<file path="src/rtl/uart_result_collector.sv">
// -----------------------------------------------------------------------------
// uart_result_collector
//
// Purpose:
//   UART 8N1 receiver and word assembler for the matrix multiplier's serial
//   result stream. Bytes arrive low byte first. Each pair of bytes forms a
//   16-bit word. Words are stored in row-major order in an internal
//   ROW*COLUMN x 16 buffer. The buffer has a registered read port.
//
// Parameters:
//   ROW, COLUMN   result matrix size; TOTAL = ROW*COLUMN words are collected
//   CLKS_PER_BIT  clk cycles per UART bit (must be >= 4)
//
// Ports:
//   clk         clock
//   rst         asynchronous, active-high reset
//   rx_data     UART serial line, idle high
//   start       1-cycle pulse: arm the collector and clear its progress
//   rd_en       buffer read strobe
//   rd_addr     buffer read index (row-major)
//   rd_data     read data, valid one cycle after rd_en; 0 for out-of-range
//   word_valid  1-cycle pulse when a word is written to the buffer
//   word_out    last word written, held until the next word_valid
//   word_addr   index of the next word to be written
//   busy        armed and fewer than TOTAL words received
//   done        all TOTAL words received (sticky until start)
//   frame_err   sticky: stop bit sampled low while armed
//   err_count   (only with URC_ERR_COUNT_EN) saturating count of frame
//               errors while armed, cleared by start
//
// Configuration macro:
//   URC_ERR_COUNT_EN  adds the err_count port and its counter
// -----------------------------------------------------------------------------
module uart_result_collector #(
    parameter int ROW          = 10,
    parameter int COLUMN       = 10,
    parameter int CLKS_PER_BIT = 868
) (
    input  logic        clk,
    input  logic        rst,
    input  logic        rx_data,
    input  logic        start,
    input  logic        rd_en,
    input  logic [31:0] rd_addr,
    output logic [15:0] rd_data,
    output logic        word_valid,
    output logic [15:0] word_out,
    output logic [31:0] word_addr,
    output logic        busy,
    output logic        done,
    output logic        frame_err
`ifdef URC_ERR_COUNT_EN
    ,
    output logic [7:0]  err_count
`endif
);

    localparam int TOTAL = ROW * COLUMN;
    localparam int AW    = (TOTAL > 1) ? $clog2(TOTAL) : 1;
    localparam int CW    = $clog2(CLKS_PER_BIT);

    localparam logic [CW-1:0] BIT_END  = CW'(CLKS_PER_BIT - 1);
    localparam logic [CW-1:0] HALF_END = CW'(CLKS_PER_BIT / 2 - 1);
    localparam logic [31:0]   TOTAL_W  = 32'(TOTAL);
    localparam logic [31:0]   LAST_W   = 32'(TOTAL - 1);

    typedef enum logic [1:0] {
        RX_IDLE,
        RX_START,
        RX_DATA,
        RX_STOP
    } rx_state_t;

    // -------------------------------------------------------------------------
    // Input synchroniser plus one extra stage for falling-edge detection.
    // These flops reset to 1 (line idle) so that a reset does not look like a
    // start bit.
    // -------------------------------------------------------------------------
    logic rx_meta;
    logic rx_sync;
    logic rx_prev;

    // NOTE: every clocked block uses non-blocking assignments. All flops then
    // update together on the edge, whatever order the statements are in.
    always_ff @(posedge clk or posedge rst) begin
        if (rst) begin
            rx_meta <= 1'b1;
            rx_sync <= 1'b1;
            rx_prev <= 1'b1;
        end else begin
            rx_meta <= rx_data;
            rx_sync <= rx_meta;
            rx_prev <= rx_sync;
        end
    end

    // -------------------------------------------------------------------------
    // Bit-level receive FSM. It runs whether or not the collector is armed.
    // It reports each finished frame with a 1-cycle strobe:
    //   byte_ok  - good stop bit; byte_data holds the byte
    //   byte_bad - stop bit was low
    // -------------------------------------------------------------------------
    rx_state_t   state;
    logic [CW-1:0] timer;
    logic [2:0]  bit_idx;
    logic [7:0]  shift;
    logic        byte_ok;
    logic        byte_bad;
    logic [7:0]  byte_data;

    always_ff @(posedge clk or posedge rst) begin
        if (rst) begin
            state     <= RX_IDLE;
            timer     <= '0;
            bit_idx   <= '0;
            shift     <= '0;
            byte_ok   <= 1'b0;
            byte_bad  <= 1'b0;
            byte_data <= '0;
        end else begin
            byte_ok  <= 1'b0;
            byte_bad <= 1'b0;
            case (state)
                RX_IDLE: begin
                    if (rx_prev && !rx_sync) begin
                        state <= RX_START;
                        timer <= '0;
                    end
                end
                RX_START: begin
                    // Re-check the line at mid start bit. If it is high again,
                    // the low level was only a glitch.
                    if (timer == HALF_END) begin
                        timer   <= '0;
                        bit_idx <= '0;
                        state   <= rx_sync ? RX_IDLE : RX_DATA;
                    end else begin
                        timer <= timer + 1'b1;
                    end
                end
                RX_DATA: begin
                    if (timer == BIT_END) begin
                        timer <= '0;
                        shift <= {rx_sync, shift[7:1]};  // LSB arrives first
                        if (bit_idx == 3'd7) begin
                            state <= RX_STOP;
                        end else begin
                            bit_idx <= bit_idx + 1'b1;
                        end
                    end else begin
                        timer <= timer + 1'b1;
                    end
                end
                RX_STOP: begin
                    if (timer == BIT_END) begin
                        timer <= '0;
                        state <= RX_IDLE;
                        if (rx_sync) begin
                            byte_ok   <= 1'b1;
                            byte_data <= shift;
                        end else begin
                            byte_bad <= 1'b1;
                        end
                    end else begin
                        timer <= timer + 1'b1;
                    end
                end
                default: state <= RX_IDLE;
            endcase
        end
    end

    // -------------------------------------------------------------------------
    // Word assembly and control. start has priority over everything else. A
    // word that completes in the same cycle as start is dropped.
    // -------------------------------------------------------------------------
    logic       phase_hi;  // 0: next byte is the LOW byte, 1: HIGH byte
    logic [7:0] lo_byte;
    logic       wr_en;

    assign wr_en = byte_ok && busy && phase_hi && !start;

    always_ff @(posedge clk or posedge rst) begin
        if (rst) begin
            word_addr  <= '0;
            phase_hi   <= 1'b0;
            lo_byte    <= '0;
            word_valid <= 1'b0;
            word_out   <= '0;
            busy       <= 1'b0;
            done       <= 1'b0;
            frame_err  <= 1'b0;
`ifdef URC_ERR_COUNT_EN
            err_count  <= '0;
`endif
        end else begin
            word_valid <= 1'b0;
            if (start) begin
                word_addr <= '0;
                phase_hi  <= 1'b0;
                done      <= 1'b0;
                frame_err <= 1'b0;
                busy      <= 1'b1;
`ifdef URC_ERR_COUNT_EN
                err_count <= '0;
`endif
            end else if (byte_bad) begin
                // A corrupted frame restarts byte pairing. The next good byte
                // is taken as a LOW byte.
                phase_hi <= 1'b0;
                if (busy) begin
                    frame_err <= 1'b1;
`ifdef URC_ERR_COUNT_EN
                    if (err_count != 8'hFF) begin
                        err_count <= err_count + 1'b1;
                    end
`endif
                end
            end else if (byte_ok && busy) begin
                if (!phase_hi) begin
                    lo_byte  <= byte_data;
                    phase_hi <= 1'b1;
                end else begin
                    phase_hi   <= 1'b0;
                    word_valid <= 1'b1;
                    word_out   <= {byte_data, lo_byte};
                    word_addr  <= word_addr + 1'b1;
                    if (word_addr == LAST_W) begin
                        busy <= 1'b0;
                        done <= 1'b1;
                    end
                end
            end
        end
    end

    // -------------------------------------------------------------------------
    // Result buffer with a registered read port. A read and a write to the same
    // address in one cycle return the old data.
    // -------------------------------------------------------------------------
    logic [15:0] mem [TOTAL];

    // NOTE: the buffer array has no reset. Its contents are undefined until it
    // is written, which lets it map onto block RAM.
    always_ff @(posedge clk) begin
        if (wr_en) begin
            mem[word_addr[AW-1:0]] <= {byte_data, lo_byte};
        end
    end

    always_ff @(posedge clk or posedge rst) begin
        if (rst) begin
            rd_data <= '0;
        end else if (rd_en) begin
            rd_data <= (rd_addr < TOTAL_W) ? mem[rd_addr[AW-1:0]] : 16'h0000;
        end
    end

endmodule

</file>
<file path="config.mk">
export PLATFORM = sky130hd
export DESIGN_NAME = uart_result_collector
export DESIGN_NICKNAME = d
export VERILOG_FILES = /design/src/rtl/uart_result_collector.sv
export SDC_FILE = /design/constraint.sdc
export NUM_CORES = 2
export LEC_CHECK = 0
export ABC_AREA = 1
export ABC_CLOCK_PERIOD_IN_PS = 4300
export CORE_UTILIZATION = 60
export CTS_BUF_LIST = sky130_fd_sc_hd__clkbuf_8 sky130_fd_sc_hd__clkbuf_16
export CTS_CLUSTER_SIZE = 24
export DETAILED_ROUTE_END_ITERATION = 7
export HOLD_SLACK_MARGIN = 0.08
export PLACE_DENSITY = 0.73
export SYNTH_ARGS = -nofsm -noshare
export SYNTH_HDL_FRONTEND = slang
export SYNTH_SLANG_ARGS = --single-unit
</file>
<file path="constraint.sdc">
create_clock -name clk -period 4.3 [get_ports clk]
set_input_delay 0.86 -clock clk [delete_from_list [all_inputs] [get_ports clk]]
set_output_delay 0.86 -clock clk [all_outputs]
set_load 0.05 [all_outputs]
</file>
==> Word-level counts from Yosys, hierarchy flattened <==
Memory sizes are Yosys's and may differ from the RTL's.
Cells that the tools add are included.
{ "op_classes": {"n_addsub": 3, "n_eq_ne": 14, "n_reduce_logical": 24, "bitwise_logic": 3, "order_cmp": 1, "n_mux": 49} }
{ "ops": {"columns": ["cell", "n"], "rows": [
  ["two-way mux 32 bit", 4],
  ["adder 32 x 1 -> 32 bit (second input constant)", 1],
  ["== test 32 x 7 -> 1 bit (second input constant)", 1],
  ["less-than comparator 32 x 7 -> 1 bit (second input constant)", 1],
  ["two-way mux 10 bit", 3],
  ["case mux 10 bit (3 select lines)", 1],
  ["two-way mux 1 bit", 29],
  ["two-way mux 16 bit", 1],
  ["AND reduction 4 bit", 4],
  ["inequality test 2 bit (second input constant)", 7],
  ["two-way mux 2 bit", 6],
  ["nonzero test 2 bit", 6],
  ["adder 10 x 1 -> 10 bit (second input constant)", 1],
  ["== test 10 bit (second input constant)", 1],
  ["== test 10 x 9 -> 1 bit (second input constant)", 1],
  ["two-way mux 3 bit", 3],
  ["case mux 2 bit (4 select lines)", 1],
  ["case mux 3 bit (2 select lines)", 1],
  ["AND reduction 3 bit", 2],
  ["AND reduction 5 bit", 1],
  ["== test 2 bit (second input constant)", 2],
  ["logical AND 1 bit", 4],
  ["AND reduction 2 bit", 2],
  ["adder 3 x 1 -> 3 bit (second input constant)", 1],
  ["other kinds (7)", 10]
]} }
{ "word_totals": {"word_cells": 114, "mem_count": 1, "regBits": 113, "input_bits": 37, "ram_bits": 1600} }
{ "memory_table": {"columns": ["name", "depth", "word_bits", "rd", "rd_clocked_by_memory_dff", "wr", "line", "rtl"], "rows": [
  ["mem", 100, 16, 1, 0, 1, "241", "logic [15:0] mem [TOTAL];"]
]} }

==> Logic depth before layout (Yosys ltp) <==
{ "logic_depth": {"depth_word": 6, "depth_mapped": 17, "ltp_nobuf": 15} }

==> Worst setup path before layout <==
No wires, ideal clock.
{ "synth_timing": {"path_type": "input-to-reg", "start": "input start", "end": "memory mem[10][0] (enable)", "required_ps": 3912, "setup_time_ps": 388, "arrival_time_ps": 2487, "path_stages": 7, "path_slack_ps": 1425, "cell_sequence": "clkbuf_1 -> nor2_1 -> nand2_1 -> inv_1 -> nand3_1 -> clkbuf_1 -> nor2_1"} }
{ "synth_between": {"elab_chain_len": 4} }
{ "synth_rtl": {"columns": ["item", "line", "rtl"], "rows": [
  ["start: declaration", "42", "input logic start,"],
  ["logical NOT 1 bit", "181", "assign wr_en = byte_ok && busy && phase_hi && !start;"],
  ["logical AND 1 bit", "181", null],
  ["two-way mux 1 bit", "246", "if (wr_en) begin"],
  ["two-way mux 1 bit (implied by the code)", "247", "mem[word_addr[AW-1:0]] <= {byte_data, lo_byte};"],
  ["end: declaration", "241", null]
]} }
Every way passes these cells.

==> Final worst setup path <==
{ "layout_timing": {"start": "register word_addr[1]", "end": "output word_addr[1]"} }
{ "layout_rtl": {"columns": ["item", "line", "rtl"], "rows": [
  ["start: declaration", "48", "output logic [31:0] word_addr,"],
  ["start signal: assignment", "227", "word_addr <= word_addr + 1'b1;"]
]} }
No word-level cell between the ends.

==> Flow_metrics.wiki <==
{| class="wikitable"
! Metric !! Value
|-
| Timing endpoint of the critical path || word_addr[1]
|-
| Number of flops mapped to enable cells by yosys || between 1.5k and 2k
|-
| # Max-Cap Violations || 0
|-
| Lkg Pwr || around 32 nW
|-
| DRC violations left || 0
|-
| TritonCTS sink count || 1,713
|-
| Proportion of synthesized chip area in sequential cells || 0.715
|-
| Cell taking the most area after synthesis || sky130_fd_sc_hd__edfxtp_1
|-
| Reg-to-reg critical path endpoint || mem[26][10]
|-
| Number of gates resized after cts || 0
|-
| Critical Path Fanout Max || 9
|-
| Final wirelength || 189,000 um
|-
| Final setup TNS || 0 ns
|-
| Unrepaired setup endpoints after global routing || no
|-
| Synthesized area per cell || about 11 sq um
|-
| Cells along the critical path || clkdlybuf4s50_1
|-
| Area delta synth->final || 11.9%
|-
| Clock slew at reported path FFs || about 0.060 ns
|-
| Net count of the mapped netlist || ~6.4k
|-
| Fraction of synthesis flops using an asynchronous set or reset pin || 0.0660
|-
| Die area || ~120,000 sq um
|-
| Post-route total power || approximately 34 mW
|-
| Post-detailed-route wirelength per cell || between 20 and 25 um
|-
| Timing-limited maximum frequency || ~0.31 GHz
|-
| Most frequent cells in the layout || sky130_fd_sc_hd__nand2_1 (1,948), sky130_fd_sc_hd__edfxtp_1 (1,600), sky130_fd_sc_hd__nand3_1 (1,172), sky130_fd_sc_hd__inv_1 (465), sky130_fd_sc_hd__nor2_1 (230)
|-
| Count of pins on the block boundary || approximately 110
|-
| Delay of the slowest cell on the worst path || 0.95 ns
|-
| Pins over their slew limit || 0
|-
| Count of routing violations after the opening detailed-route iteration || 6,855
|-
| Number of CTS-inserted buffers || 170
|-
| Y dimension of the die || around 350 um
|-
| Layout cell share with drive strength beyond 1 || 0.0878
|-
| Number of nets in the finished design || around 6.5k
|-
| Buffers & Inverters on Critical Path || 1
|-
| Crit-path leading delay family || buffers and inverters
|-
| Gate count of the mapped netlist || ~6.3k
|-
| TritonCTS clock tree || done
|-
| Largest net degree at the start of global routing || 230
|-
| Maximum number of buffers from clock root to sink || 3
|-
| Final worst-path cycle share || 0.747
|-
| Type of element launching the critical path || flip-flop
|-
| Die width || 346 um
|-
| Gpl congestion || between 0.9 and 1
|-
| Class of the worst hold path || flip-flop to flip-flop
|-
| Worst setup EP type || output port
|-
| Via count of the first global-routing pass || ~46k
|-
| Critical Path Source || word_addr[1]
|-
| Arrival time at the worst endpoint || 2.35 ns
|-
| Highest-delay cell along the critical path || sky130_fd_sc_hd__clkdlybuf4s50_1
|-
| Effective utilization at floorplan || 0.609
|-
| Overflow after GRT || 0
|-
| Clk root buf || sky130_fd_sc_hd__clkbuf_16
|-
| Vias || about 49k
|-
| Power density cells || 428 nW/um^2
|-
| Transition time at the pin with the least slew margin || between 1 and 1.5 ns
|-
| Clock period minus worst slack || approximately 3.2 ns
|-
| Placed wire-length estimate after detailed placement || 108,000 um
|-
| GR Layer Usage met2 || 0.487
|-
| Most frequent standard cell in the layout excluding fill and tap cells || sky130_fd_sc_hd__nand2_1
|-
| Initial antenna violation count || 2
|-
| Number of vias per cell after detailed routing || between 6 and 7
|-
| Most used DFF post-synth || sky130_fd_sc_hd__edfxtp_1
|-
| Input/output buffers || around 100
|-
| Fillers || roughly 8.2k
|-
| Critical path depth in cells || 1
|-
| Post-detailed-route count of antenna-violating nets || 0
|-
| Fraction of synthesized cell area taken by the top area cell type || 0.675
|-
| Latest clock arrival within the worst-skew pair || 0.80 ns
|-
| Quantity of hold-fixing buffers added after cts || 0
|-
| Number of setup violations in the final report || 0
|-
| Met3 Use GR || 0.0615
|-
| CTS HTree Levels || 4
|-
| Core Box Area || approximately 120,000 sq um
|-
| Worst vdd rail ir drop || 446 uV
|-
| R2R depth || 10
|-
| Syn. warnings || 0
|-
| Startpoint of the lowest-slack register-to-register path || busy
|-
| Post-synth design cell area || between 70,000 and 80,000 sq um
|-
| Detailed-routing iteration count for the pre-antenna-repair pass || 6
|-
| Met1 demand-to-capacity share in global routing || 0.436
|-
| R2R Setup Slk || 1.20 ns
|-
| Final count of hold timing violations || 0
|-
| Slew headroom || 0.122
|-
| CP Class || flip-flop to output port
|-
| Run status || complete, no violations
|-
| Global-route usage over all layers || 0.315
|-
| Post-synthesis sequential element count || 1,713
|-
| Biggest area contributors in the synthesized netlist || sky130_fd_sc_hd__edfxtp_1 (68%), sky130_fd_sc_hd__nand2_1 (10%), sky130_fd_sc_hd__nand3_1 (8.2%), sky130_fd_sc_hd__dfrtp_1 (3.9%), sky130_fd_sc_hd__inv_1 (2.2%)
|-
| Number of buffers inserted by post-CTS setup repair || 0
|-
| Clk_skew || between 0.03 and 0.04 ns
|-
| Post-synthesis cell type count || 41
|-
| Global-route wire length before repair || 283,000 um
|-
| Number of rows in the core area || about 130
|-
| Busiest layer in global routing || met2
|-
| Required time of the worst setup path || about 3.4 ns
|}
[layer usage]
metal | vias to the layer above | wire, um
met5 | - | 14
met4 | 2 | 7990
met3 | 427 | 21100
met2 | 2915 | 87600
met1 | 23600 | 72200
li1 | 21933 | -
[per-stage QoR]
| step | hold slack [ns] | area (sq um) | instances | setup slack (ns) | util |
|---|---|---|---|---|---|
| 2_1_floorplan | 0.345 | 71100 | 6318 | 0.458 | - |
| 3_3_place_gp | 0.346 | 74200 | 7796 | 0.696 | 0.635 |
| 3_5_place_dp | 0.347 | 74200 | 7796 | 0.635 | 0.635 |
| 4_1_cts | 0.360 | 79600 | 8107 | 1.11 | 0.681 |
| 5_1_grt | 0.364 | 79600 | 8107 | 1.06 | 0.681 |
| 6_report | 0.358 | 79600 | 8108 | 1.09 | 0.681 |
[sequential cells by signal, indices dropped and copies added, names as in the netlist, 3 cells and up, named ones only]
name and cells:
bit_idx 3, byte_data 8, lo_byte 8, mem 1600, rd_data 16, shift 8, timer 10, word_addr 32
word_out 16
[kinds of logic (layout without fill, tap and decap cells)]
logic type               count (synthesis)  in the layout  synth area share
AO/OA/AOI/OAI                          290            290            0.0233
XOR/XNOR                                 5              5          0.000616
adder cells (fa/ha/maj)                  5              5          0.000879
buffers and inverters                  788           1053            0.0479
flip-flops                            1713           1713             0.715
multiplexers                             7              7           0.00111
other                                    0              1                 0
AND/OR/NAND/NOR                       3510           3510             0.211
[how the worst min path moves through the flow]
stage / startpoint / end / slack [ns] / cells past startpoint
floorplan: rx_meta / rx_sync / 0.35 / 0
CTS: rx_meta / rx_sync / 0.36 / 0
global placement: rx_meta / rx_sync / 0.35 / 0
detailed placement: rx_meta / rx_sync / 0.35 / 0
global route: rx_meta / rx_sync / 0.36 / 0
finish: rx_meta / rx_sync / 0.36 / 0
[final cells by class]
class                   instances  area (sq um)  share of cell area
inverters                     432          1640              0.0207
clock buffers                 176          4370              0.0549
repair buffers                310          2880              0.0362
clock inverters               135           981              0.0123
well taps                    1524          1910              0.0240
diodes                          1          2.50           0.0000314
multi-input cells            3817         16900               0.212
flip-flops and latches       1713         50900               0.640
[Yosys cell counts (9+ instances only)]
library cell	instances
sky130_fd_sc_hd__a21oi_1	52
sky130_fd_sc_hd__clkbuf_1	110
sky130_fd_sc_hd__nand2_1	1948
sky130_fd_sc_hd__buf_4	55
sky130_fd_sc_hd__dfrtp_1	110
sky130_fd_sc_hd__nand3_1	1172
sky130_fd_sc_hd__or2_2	99
sky130_fd_sc_hd__o211ai_1	43
sky130_fd_sc_hd__nor4_1	9
sky130_fd_sc_hd__nor2_1	230
sky130_fd_sc_hd__nor3_1	26
sky130_fd_sc_hd__buf_2	119
sky130_fd_sc_hd__buf_1	61
sky130_fd_sc_hd__buf_6	9
sky130_fd_sc_hd__nand4_1	16
sky130_fd_sc_hd__o21ai_0	155
sky130_fd_sc_hd__inv_1	424
sky130_fd_sc_hd__o21ai_1	10
sky130_fd_sc_hd__edfxtp_1	1600
[where the power goes]
group          total (mW)  leakage [nW]  switching, mW  internal [mW]
sequential           18.0          20.1         0.0330           18.0
combinational        1.76          9.32           1.25          0.506
clock                14.3          2.80           6.27           8.03
total                34.1          32.2           7.56           26.5
Note: power is estimated with default switching activity, not from simulation.
